$ cat config.mk
export PLATFORM = sky130hd
export DESIGN_NAME = instr_encoder
export DESIGN_NICKNAME = d
export VERILOG_FILES = /design/src/rtl/instr_encoder_pkg.sv /design/src/rtl/instr_encoder_imm_pack.sv /design/src/rtl/instr_encoder.sv
export SDC_FILE = /design/constraint.sdc
export NUM_CORES = 1
export LEC_CHECK = 0
export ABC_AREA = 1
export ABC_CLOCK_PERIOD_IN_PS = 1800
export BUFFER_PORTS_ARGS = -buffer_cell sky130_fd_sc_hd__buf_2
export CAP_MARGIN = 20
export CORE_ASPECT_RATIO = 0.7
export CORE_MARGIN = 10
export CORE_UTILIZATION = 30
export DETAILED_ROUTE_END_ITERATION = 10
export GPL_ROUTABILITY_DRIVEN = 0
export SLEW_MARGIN = 5
export SYNTH_ARGS = -nofsm -noshare
export SYNTH_HDL_FRONTEND = slang
export SYNTH_HIERARCHICAL = 1
export SYNTH_SLANG_ARGS = --single-unit
$ cat constraint.sdc
create_clock -name clk -period 1.8 [get_ports clk]
set_clock_uncertainty 0.05 [all_clocks]
set_input_delay 0.27 -clock clk [delete_from_list [all_inputs] [get_ports clk]]
set_output_delay 0.27 -clock clk [all_outputs]
set_load 0.005 [all_outputs]
$ cat src/rtl/instr_encoder_pkg.sv
// Shared types and constants for the instruction encoder / program loader.
package instr_encoder_pkg;

    localparam int unsigned XLEN  = 32;
    localparam int unsigned SEL_W = 3;
    localparam int unsigned ERR_W = 2;

    // Immediate format selects (shared with the immediate generator)
    localparam logic [SEL_W-1:0] IMM_I  = 3'b000;
    localparam logic [SEL_W-1:0] IMM_S  = 3'b001;
    localparam logic [SEL_W-1:0] IMM_B  = 3'b010;
    localparam logic [SEL_W-1:0] IMM_U  = 3'b011;
    localparam logic [SEL_W-1:0] IMM_J  = 3'b100;
    localparam logic [SEL_W-1:0] IMM_R  = 3'b101;
    localparam logic [SEL_W-1:0] IMM_NF = 3'b111;

    // Sticky error codes
    localparam logic [ERR_W-1:0] ERR_NONE  = 2'b00;
    localparam logic [ERR_W-1:0] ERR_SEL   = 2'b01;
    localparam logic [ERR_W-1:0] ERR_RANGE = 2'b10;

    typedef enum logic [1:0] {
        ST_IDLE = 2'b00,
        ST_RUN  = 2'b01,
        ST_FULL = 2'b10
    } enc_state_t;

    // Decoded field bundle handed to the packer
    typedef struct packed {
        logic [SEL_W-1:0] sel;
        logic [6:0]       opcode;
        logic [4:0]       rd;
        logic [4:0]       rs1;
        logic [4:0]       rs2;
        logic [2:0]       funct3;
        logic [6:0]       funct7;
        logic [XLEN-1:0]  imm;
    } instr_fields_t;

endpackage

$ cat src/rtl/instr_encoder_imm_pack.sv
// Combinational packer: decoded fields + immediate -> RV32I word.
// Optional immediate range checking is enabled with IMM_RANGE_CHECK_EN.
module instr_encoder_imm_pack
    import instr_encoder_pkg::*;
(
    input  instr_fields_t   fields,
    output logic [XLEN-1:0] word_c,
    output logic            sel_err_c,
    output logic            range_err_c
);

    logic [XLEN-1:0] imm;
    assign imm = fields.imm;

    // Scatter the immediate into the format-specific bit positions
    always_comb begin
        word_c    = '0;
        sel_err_c = 1'b0;
        case (fields.sel)
            IMM_I: word_c = {imm[11:0], fields.rs1, fields.funct3, fields.rd, fields.opcode};
            IMM_S: word_c = {imm[11:5], fields.rs2, fields.rs1, fields.funct3, imm[4:0],
                             fields.opcode};
            IMM_B: word_c = {imm[12], imm[10:5], fields.rs2, fields.rs1, fields.funct3,
                             imm[4:1], imm[11], fields.opcode};
            IMM_U: word_c = {imm[31:12], fields.rd, fields.opcode};
            IMM_J: word_c = {imm[20], imm[10:1], imm[11], imm[19:12], fields.rd,
                             fields.opcode};
            IMM_R: word_c = {fields.funct7, fields.rs2, fields.rs1, fields.funct3, fields.rd,
                             fields.opcode};
            default: sel_err_c = 1'b1;
        endcase
    end

`ifdef IMM_RANGE_CHECK_EN
    // Flag immediates that would not survive the round trip through imm_gen
    always_comb begin
        range_err_c = 1'b0;
        case (fields.sel)
            IMM_I, IMM_S: range_err_c = (imm[31:11] != {21{imm[11]}});
            IMM_B:        range_err_c = (imm[31:12] != {20{imm[12]}}) || imm[0];
            IMM_J:        range_err_c = (imm[31:20] != {12{imm[20]}}) || imm[0];
            IMM_U:        range_err_c = (imm[11:0] != 12'h000);
            default:      range_err_c = 1'b0;
        endcase
    end
`else
    assign range_err_c = 1'b0;
`endif

endmodule

$ cat src/rtl/instr_encoder.sv
// Instruction encoder / program loader: packs accepted field bundles and
// writes them to consecutive program-memory addresses one cycle later.
// Optional macro: IMM_RANGE_CHECK_EN (reject out-of-range immediates).
module instr_encoder
    import instr_encoder_pkg::*;
#(
    parameter int unsigned ADDR_W = 8
) (
    input  logic              clk,
    input  logic              rst_n,
    input  logic              start,
    input  logic              in_valid,
    output logic              in_ready,
    input  logic [2:0]        in_imm_sel,
    input  logic [6:0]        in_opcode,
    input  logic [4:0]        in_rd,
    input  logic [4:0]        in_rs1,
    input  logic [4:0]        in_rs2,
    input  logic [2:0]        in_funct3,
    input  logic [6:0]        in_funct7,
    input  logic [31:0]       in_imm,
    output logic              mem_we,
    output logic [ADDR_W-1:0] mem_addr,
    output logic [31:0]       mem_wdata,
    output logic [ADDR_W:0]   count,
    output logic              err,
    output logic [1:0]        err_code
);

    localparam int unsigned CNT_W = ADDR_W + 1;
    localparam logic [CNT_W-1:0] LAST_SLOT = {1'b0, {ADDR_W{1'b1}}};

    enc_state_t      state, state_next;
    instr_fields_t   fields;
    logic [XLEN-1:0] word_c;
    logic            sel_err_c;
    logic            range_err_c;
    logic            take_c;
    logic            write_c;
    logic            bad_c;

    assign fields = '{sel:    in_imm_sel,
                      opcode: in_opcode,
                      rd:     in_rd,
                      rs1:    in_rs1,
                      rs2:    in_rs2,
                      funct3: in_funct3,
                      funct7: in_funct7,
                      imm:    in_imm};

    instr_encoder_imm_pack u_imm_pack (
        .fields      (fields),
        .word_c      (word_c),
        .sel_err_c   (sel_err_c),
        .range_err_c (range_err_c)
    );

    // FSM state register
    always_ff @(posedge clk or negedge rst_n) begin
        if (!rst_n) state <= ST_IDLE;
        else        state <= state_next;
    end

    // Next state and handshake decode; start always wins and refuses the transfer
    always_comb begin
        state_next = state;
        in_ready   = 1'b0;
        take_c     = 1'b0;
        write_c    = 1'b0;
        bad_c      = 1'b0;
        case (state)
            ST_RUN: begin
                in_ready = !start;
                take_c   = in_valid && !start;
                bad_c    = take_c && (sel_err_c || range_err_c);
                write_c  = take_c && !sel_err_c && !range_err_c;
                if (write_c && (count == LAST_SLOT)) state_next = ST_FULL;
            end
            ST_IDLE, ST_FULL: state_next = state;
            default:          state_next = ST_IDLE;
        endcase
        if (start) state_next = ST_RUN;
    end

    // Output register, write counter and sticky error
    always_ff @(posedge clk or negedge rst_n) begin
        if (!rst_n) begin
            mem_we    <= 1'b0;
            mem_addr  <= '0;
            mem_wdata <= '0;
            count     <= '0;
            err       <= 1'b0;
            err_code  <= ERR_NONE;
        end else begin
            mem_we <= write_c;
            if (start) begin
                count    <= '0;
                err      <= 1'b0;
                err_code <= ERR_NONE;
            end else begin
                if (write_c) begin
                    mem_addr  <= count[ADDR_W-1:0];
                    mem_wdata <= word_c;
                    count     <= count + CNT_W'(1);
                end
                if (bad_c && !err) begin
                    err      <= 1'b1;
                    err_code <= sel_err_c ? ERR_SEL : ERR_RANGE;
                end
            end
        end
    end

endmodule

# --- Word level (Yosys, flattened, before mapping) ---
# Index checks and enable logic that the tools add are counted.
totals:
  regBits: 55
  wordCells: 49
classes:
  n_addsub: 1
  n_eq_ne: 10
  n_mux: 15
  n_bitwise: 1
  reduce_logical: 15
op_table:
  columns: ["operator", "n"]
  rows:
  - ["case mux 32 bit (6 select lines)", 1]
  - ["2-to-1 mux 9 bit", 2]
  - ["2-to-1 mux 2 bit", 5]
  - ["adder 9 x 1 -> 9 bit (second input constant)", 1]
  - ["equality test 9 x 8 -> 1 bit (second input constant)", 1]
  - ["equality test 3 x 2 -> 1 bit (second input constant)", 2]
  - ["equality test 3 bit (second input constant)", 2]
  - ["2-to-1 mux 1 bit", 6]
  - ["OR reduction 6 bit", 1]
  - ["logical AND 1 bit", 5]
  - ["case mux 2 bit (2 select lines)", 1]
  - ["AND reduction 2 bit", 2]
  - ["nonzero test 2 bit", 2]
  - ["equality test 3 x 1 -> 1 bit (second input constant)", 1]
  - ["logical NOT 3 bit", 1]
  - ["!= test 3 bit (second input constant)", 1]
  - ["equality test 2 x 1 -> 1 bit (second input constant)", 1]
  - ["equality test 2 bit (second input constant)", 1]
  - ["logical NOT 1 bit", 2]
  - ["logical NOT 2 bit", 1]
  - ["!= test 2 bit (second input constant)", 1]
  - ["OR reduction 2 bit", 1]
  - ["inverter 1 bit", 1]

# --- Longest topological paths before layout ---
depth:
  ltp_word: 8
  mapped_depth: 13
  ltp_nobuf: 10

# --- By module ---
# The synthesis kept the hierarchy.
modules_own_cells:
  columns: ["module", "instances", "cells_each", "area_each_um2", "seq_area_each_um2"]
  rows:
  - ["instr_encoder", 1, 267, 2277.2, 1376.3]
  - ["instr_encoder_imm_pack", 1, 189, 817.0, 0.0]

# --- Worst setup path after synthesis ---
# OpenSTA, ideal clock, no wires.
synth_path:
  path_type: "input port to flip-flop"
  start: "input in_imm_sel[1]"
  end: "register count[5]"
  setup_ns: 0.118
  t_arrival_ns: 1.511
  required_time_ns: 1.632
  setup_slack_ns: 0.120
  path_stages: 13
  path_buffers: 3
  path_cell_list: "buf_2 > buf_2 > nand2_1 > inv_1 > inv_1 > nand2_1 > nor2_2 > nand2_2 > buf_6 > nand2_1 > inv_1 > nand2_1 > nand2_1"
synth_via:
  elab_chain_cells: 5
  word_cells_on_any_way: 10
synth_rtl:
  columns: ["item", "line", "rtl"]
  rows:
  - ["start: declaration", "instr_encoder.sv:14", "input logic [2:0] in_imm_sel,"]
  - ["equality test 3 x 1 -> 1 bit, or another cell as far along", "instr_encoder_imm_pack.sv:19", "case (fields.sel)"]
  - ["OR reduction 6 bit (no line) (*)", null, null]
  - ["logical AND 1 bit (*)", "instr_encoder.sv:76", "write_c = take_c && !sel_err_c && !range_err_c;"]
  - ["2-to-1 mux 1 bit (*)", "instr_encoder.sv:71", "case (state)"]
  - ["nonzero test 2 bit (no line) (*)", null, null]
  - ["end signal: assignment", "instr_encoder.sv:104", "count <= count + CNT_W'(1);"]
  - ["end: declaration", "instr_encoder.sv:25", "output logic [ADDR_W:0] count,"]
# Every way passes the cells marked *; elsewhere a longest branch is shown, timed or not.
# A chain may end at the register's enable or synchronous reset.

# --- Worst setup path in the final report ---
layout_path:
  start: "register count[1]"
  end: "register count[8]"
layout_via:
  elab_chain_cells: 3
layout_rtl:
  columns: ["item", "line", "rtl"]
  rows:
  - ["adder 9 x 1 -> 9 bit", "instr_encoder.sv:104", null]
  - ["2-to-1 mux 9 bit", "instr_encoder.sv:101", "if (write_c) begin"]
  - ["2-to-1 mux 9 bit", "instr_encoder.sv:96", "if (start) begin"]
# Every way passes these cells. The select of a mux whose other input is x is not followed.

==> impl_results.md <==
- Setup bufs post-CTS: 0
- Number of nets in the layout: 657
- Met1 usage: 0.172
- Period utilization: 0.906
- Fillers: 1021
- Largest net degree at the start of global routing: 56
- CTS tree: done
- Mapped cell area: 0.00309 mm^2
- Clk_lat worst skew: 0.29 ns
- Sw Share: 0.291
- Reg clk slew, reported paths: 0.07 ns
- Status: finished, final reports clean
- Max cap viols: 0
- Initial Utilization: 0.313
- Clock power share: 0.301
- Number of global-route vias before repair: 3251
- Share of post-route cells with drive strength above 1: 0.268
- H-Tree Depth: 2
- #FFs+latches synth: 55
- WP data arrival: 1.79 ns
- Hold WS: 0.185 ns
- WL final: 9990 um
- Crit Path Category: reg -> reg
- Drt initial violations: 196
- Worst stage delay on the critical path: 0.44 ns
- Worst VDD drop: 388 uV
- Worst Setup Start Kind: register
- Area Overhead vs Synth: 31.1%
- Setup crit end kind: register
- CP delay by family, top: adder cells
- GR met3 Demand/Resource: 0.0606
- Net switching power: 0.904 mW
- RSZ-0062 raised after global routing: false
- Die area: 0.0148 mm^2
- Via-per-instance ratio: 4.64
- Congestion Overflow GR: 0
- Core ar.: 0.00987 mm^2
- IO Port Bufs: 124
- Max Fclk: 0.613 GHz
- Req. time, crit path: 1.96 ns
- Number of synthesis warnings: 6
- TritonRoute pass-1 iters: 5
- Initial antenna violation count: 0
- Chip Height: 105 um
- Pins Over Slew Limit: 0
- Int Power: 2.21 mW
- Worst Hold Class: in -> reg
- Maximum fanout along the worst path: 5
- Top Ports: 125
- Crit path buf inv count: 1
- CTS Sinks: 55
- Post-Route Setup TNS: 0 ns
- Setup Viol. Count Final: 0
- Most frequent cells in the layout: 226 x nand2_1, 124 x buf_2, 54 x dfrtp_1, 48 x inv_1, 25 x nand3_1
- GRT met2 Usage: 0.195
- Slowest-stage cell, CP: dfrtp_1
- Avg Cell Area, Syn: 6.79 um^2
- Commonest non-fill, non-tap cell in the layout: nand2_1
- DR DRC count: 0
- Worst-case clock buffer depth: 2
- Critical path, cell by cell: ha_4, inv_1, nor2_1, nand2_1, nor3_2, ha_2, o22ai_1
- Diodes inserted: 0
- Chip width: 141 um
- Synthesized Nets: 529
- Number of core rows: 30
- Unique cell type count in the Yosys netlist: 22
- HPWL after DPL: 7940 um
- WL/cell: 14.0 um
- Leakage power: 2.45 nW
- First-pass GRT wire length: 16300 um
- Sequential area share after synthesis: 0.445
- Root buffer cell: clkbuf_16
- Combinational power share: 0.220
- Post-synthesis instance total: 456
- R2r setup slk: 0.17 ns
- DR vias: 3308
- Min Clock Period, post-route: 1.63 ns
- Sequential share of power: 0.479
- Cts bufs inserted: 5
- GRT Total Usage: 0.131
- Remaining antenna violation count after routing: 0
- Busiest grt layer: met2
- PwrDens: 767 mW/mm^2
- Final hold vios: 0
## sequential cells by signal (all words and copies together) (netlist names)
name and flops:
mem_wdata 32, count 9, mem_addr 8, err_code 2, state 2, err 1, mem_we 1
## stage by stage
stage,power (mW),cells,setup slack (ns),util,instance area (um^2)
2_1_floorplan,1.80,456,0.120,-,3090
3_3_place_gp,2.19,704,0.0657,0.394,3890
3_5_place_dp,2.20,704,0.000286,0.394,3890
4_1_cts,3.16,713,0.0270,0.409,4040
5_1_grt,3.33,713,0.0369,0.411,4060
6_report,3.11,713,0.169,0.411,4060
## synth_stat cells, drive strengths merged
library cell	instances	area, um^2
a21oi	4	20.0
buf	15	97.6
clkbuf	4	15.0
conb	1	3.75
dfrtp	55	1380
ha	2	25.0
inv	50	188
nand2	227	855
nand3	25	125
nand3b	2	18.8
nand4	22	138
nor2	27	121
nor3	1	5.00
o21ai	20	100
o22ai	1	6.26
## power by group through the flow
stage          registers [mW]  clock network, mW  logic (mW)
2_1_floorplan            1.51                  0       0.297
4_1_cts                  1.49              0.971       0.696
3_5_place_dp             1.51                  0       0.695
6_report                 1.49              0.937       0.683
3_3_place_gp             1.51                  0       0.681
5_1_grt                  1.51               1.02       0.796
## final cells by class
class,instances,area [um^2],area share
multi-input combinational,332,1440,0.354
clock inverter,1,5.00,0.00123
timing repair buffer,140,756,0.186
clock buffer,7,133,0.0327
inverter,50,188,0.0463
sequential,55,1380,0.340
tap,128,160,0.0395
## kinds of logic after synthesis
logic type	count (synthesis)	share of synthesized area
buffers and inverters	69	0.0970
AND/OR/NAND/NOR	304	0.408
flip-flops	55	0.445
adder cells (fa/ha/maj)	2	0.00809
other	1	0.00121
AO/OA/AOI/OAI	25	0.0408
## final timing paths
kind                                     from             to  depth (start not counted)
worst min-delay path                    start            err                          2
worst min register to register  mem_wdata[28]  mem_wdata[28]                          2
worst max-delay path                 count[1]       count[8]                          7
min in group asynchronous               rst_n    mem_addr[4]                          3
max in group asynchronous               rst_n  mem_wdata[19]                          3
worst max register to register       count[1]       count[8]                          7
## what timing repair did
item	in CTS	in global routing
pin swaps	0	0
hold endpoints to repair	55	0
setup endpoints to repair	1	3
hold buffers	1	0
gates resized for setup	1	4
## layer usage
metal / vias to the layer above / wire length [um]
li1: 1660 / -
met1: 1519 / 4450
met2: 124 / 4350
met3: 5 / 1140
met4: 0 / 43
met5: - / 0
(Power assumes the default switching activity.)
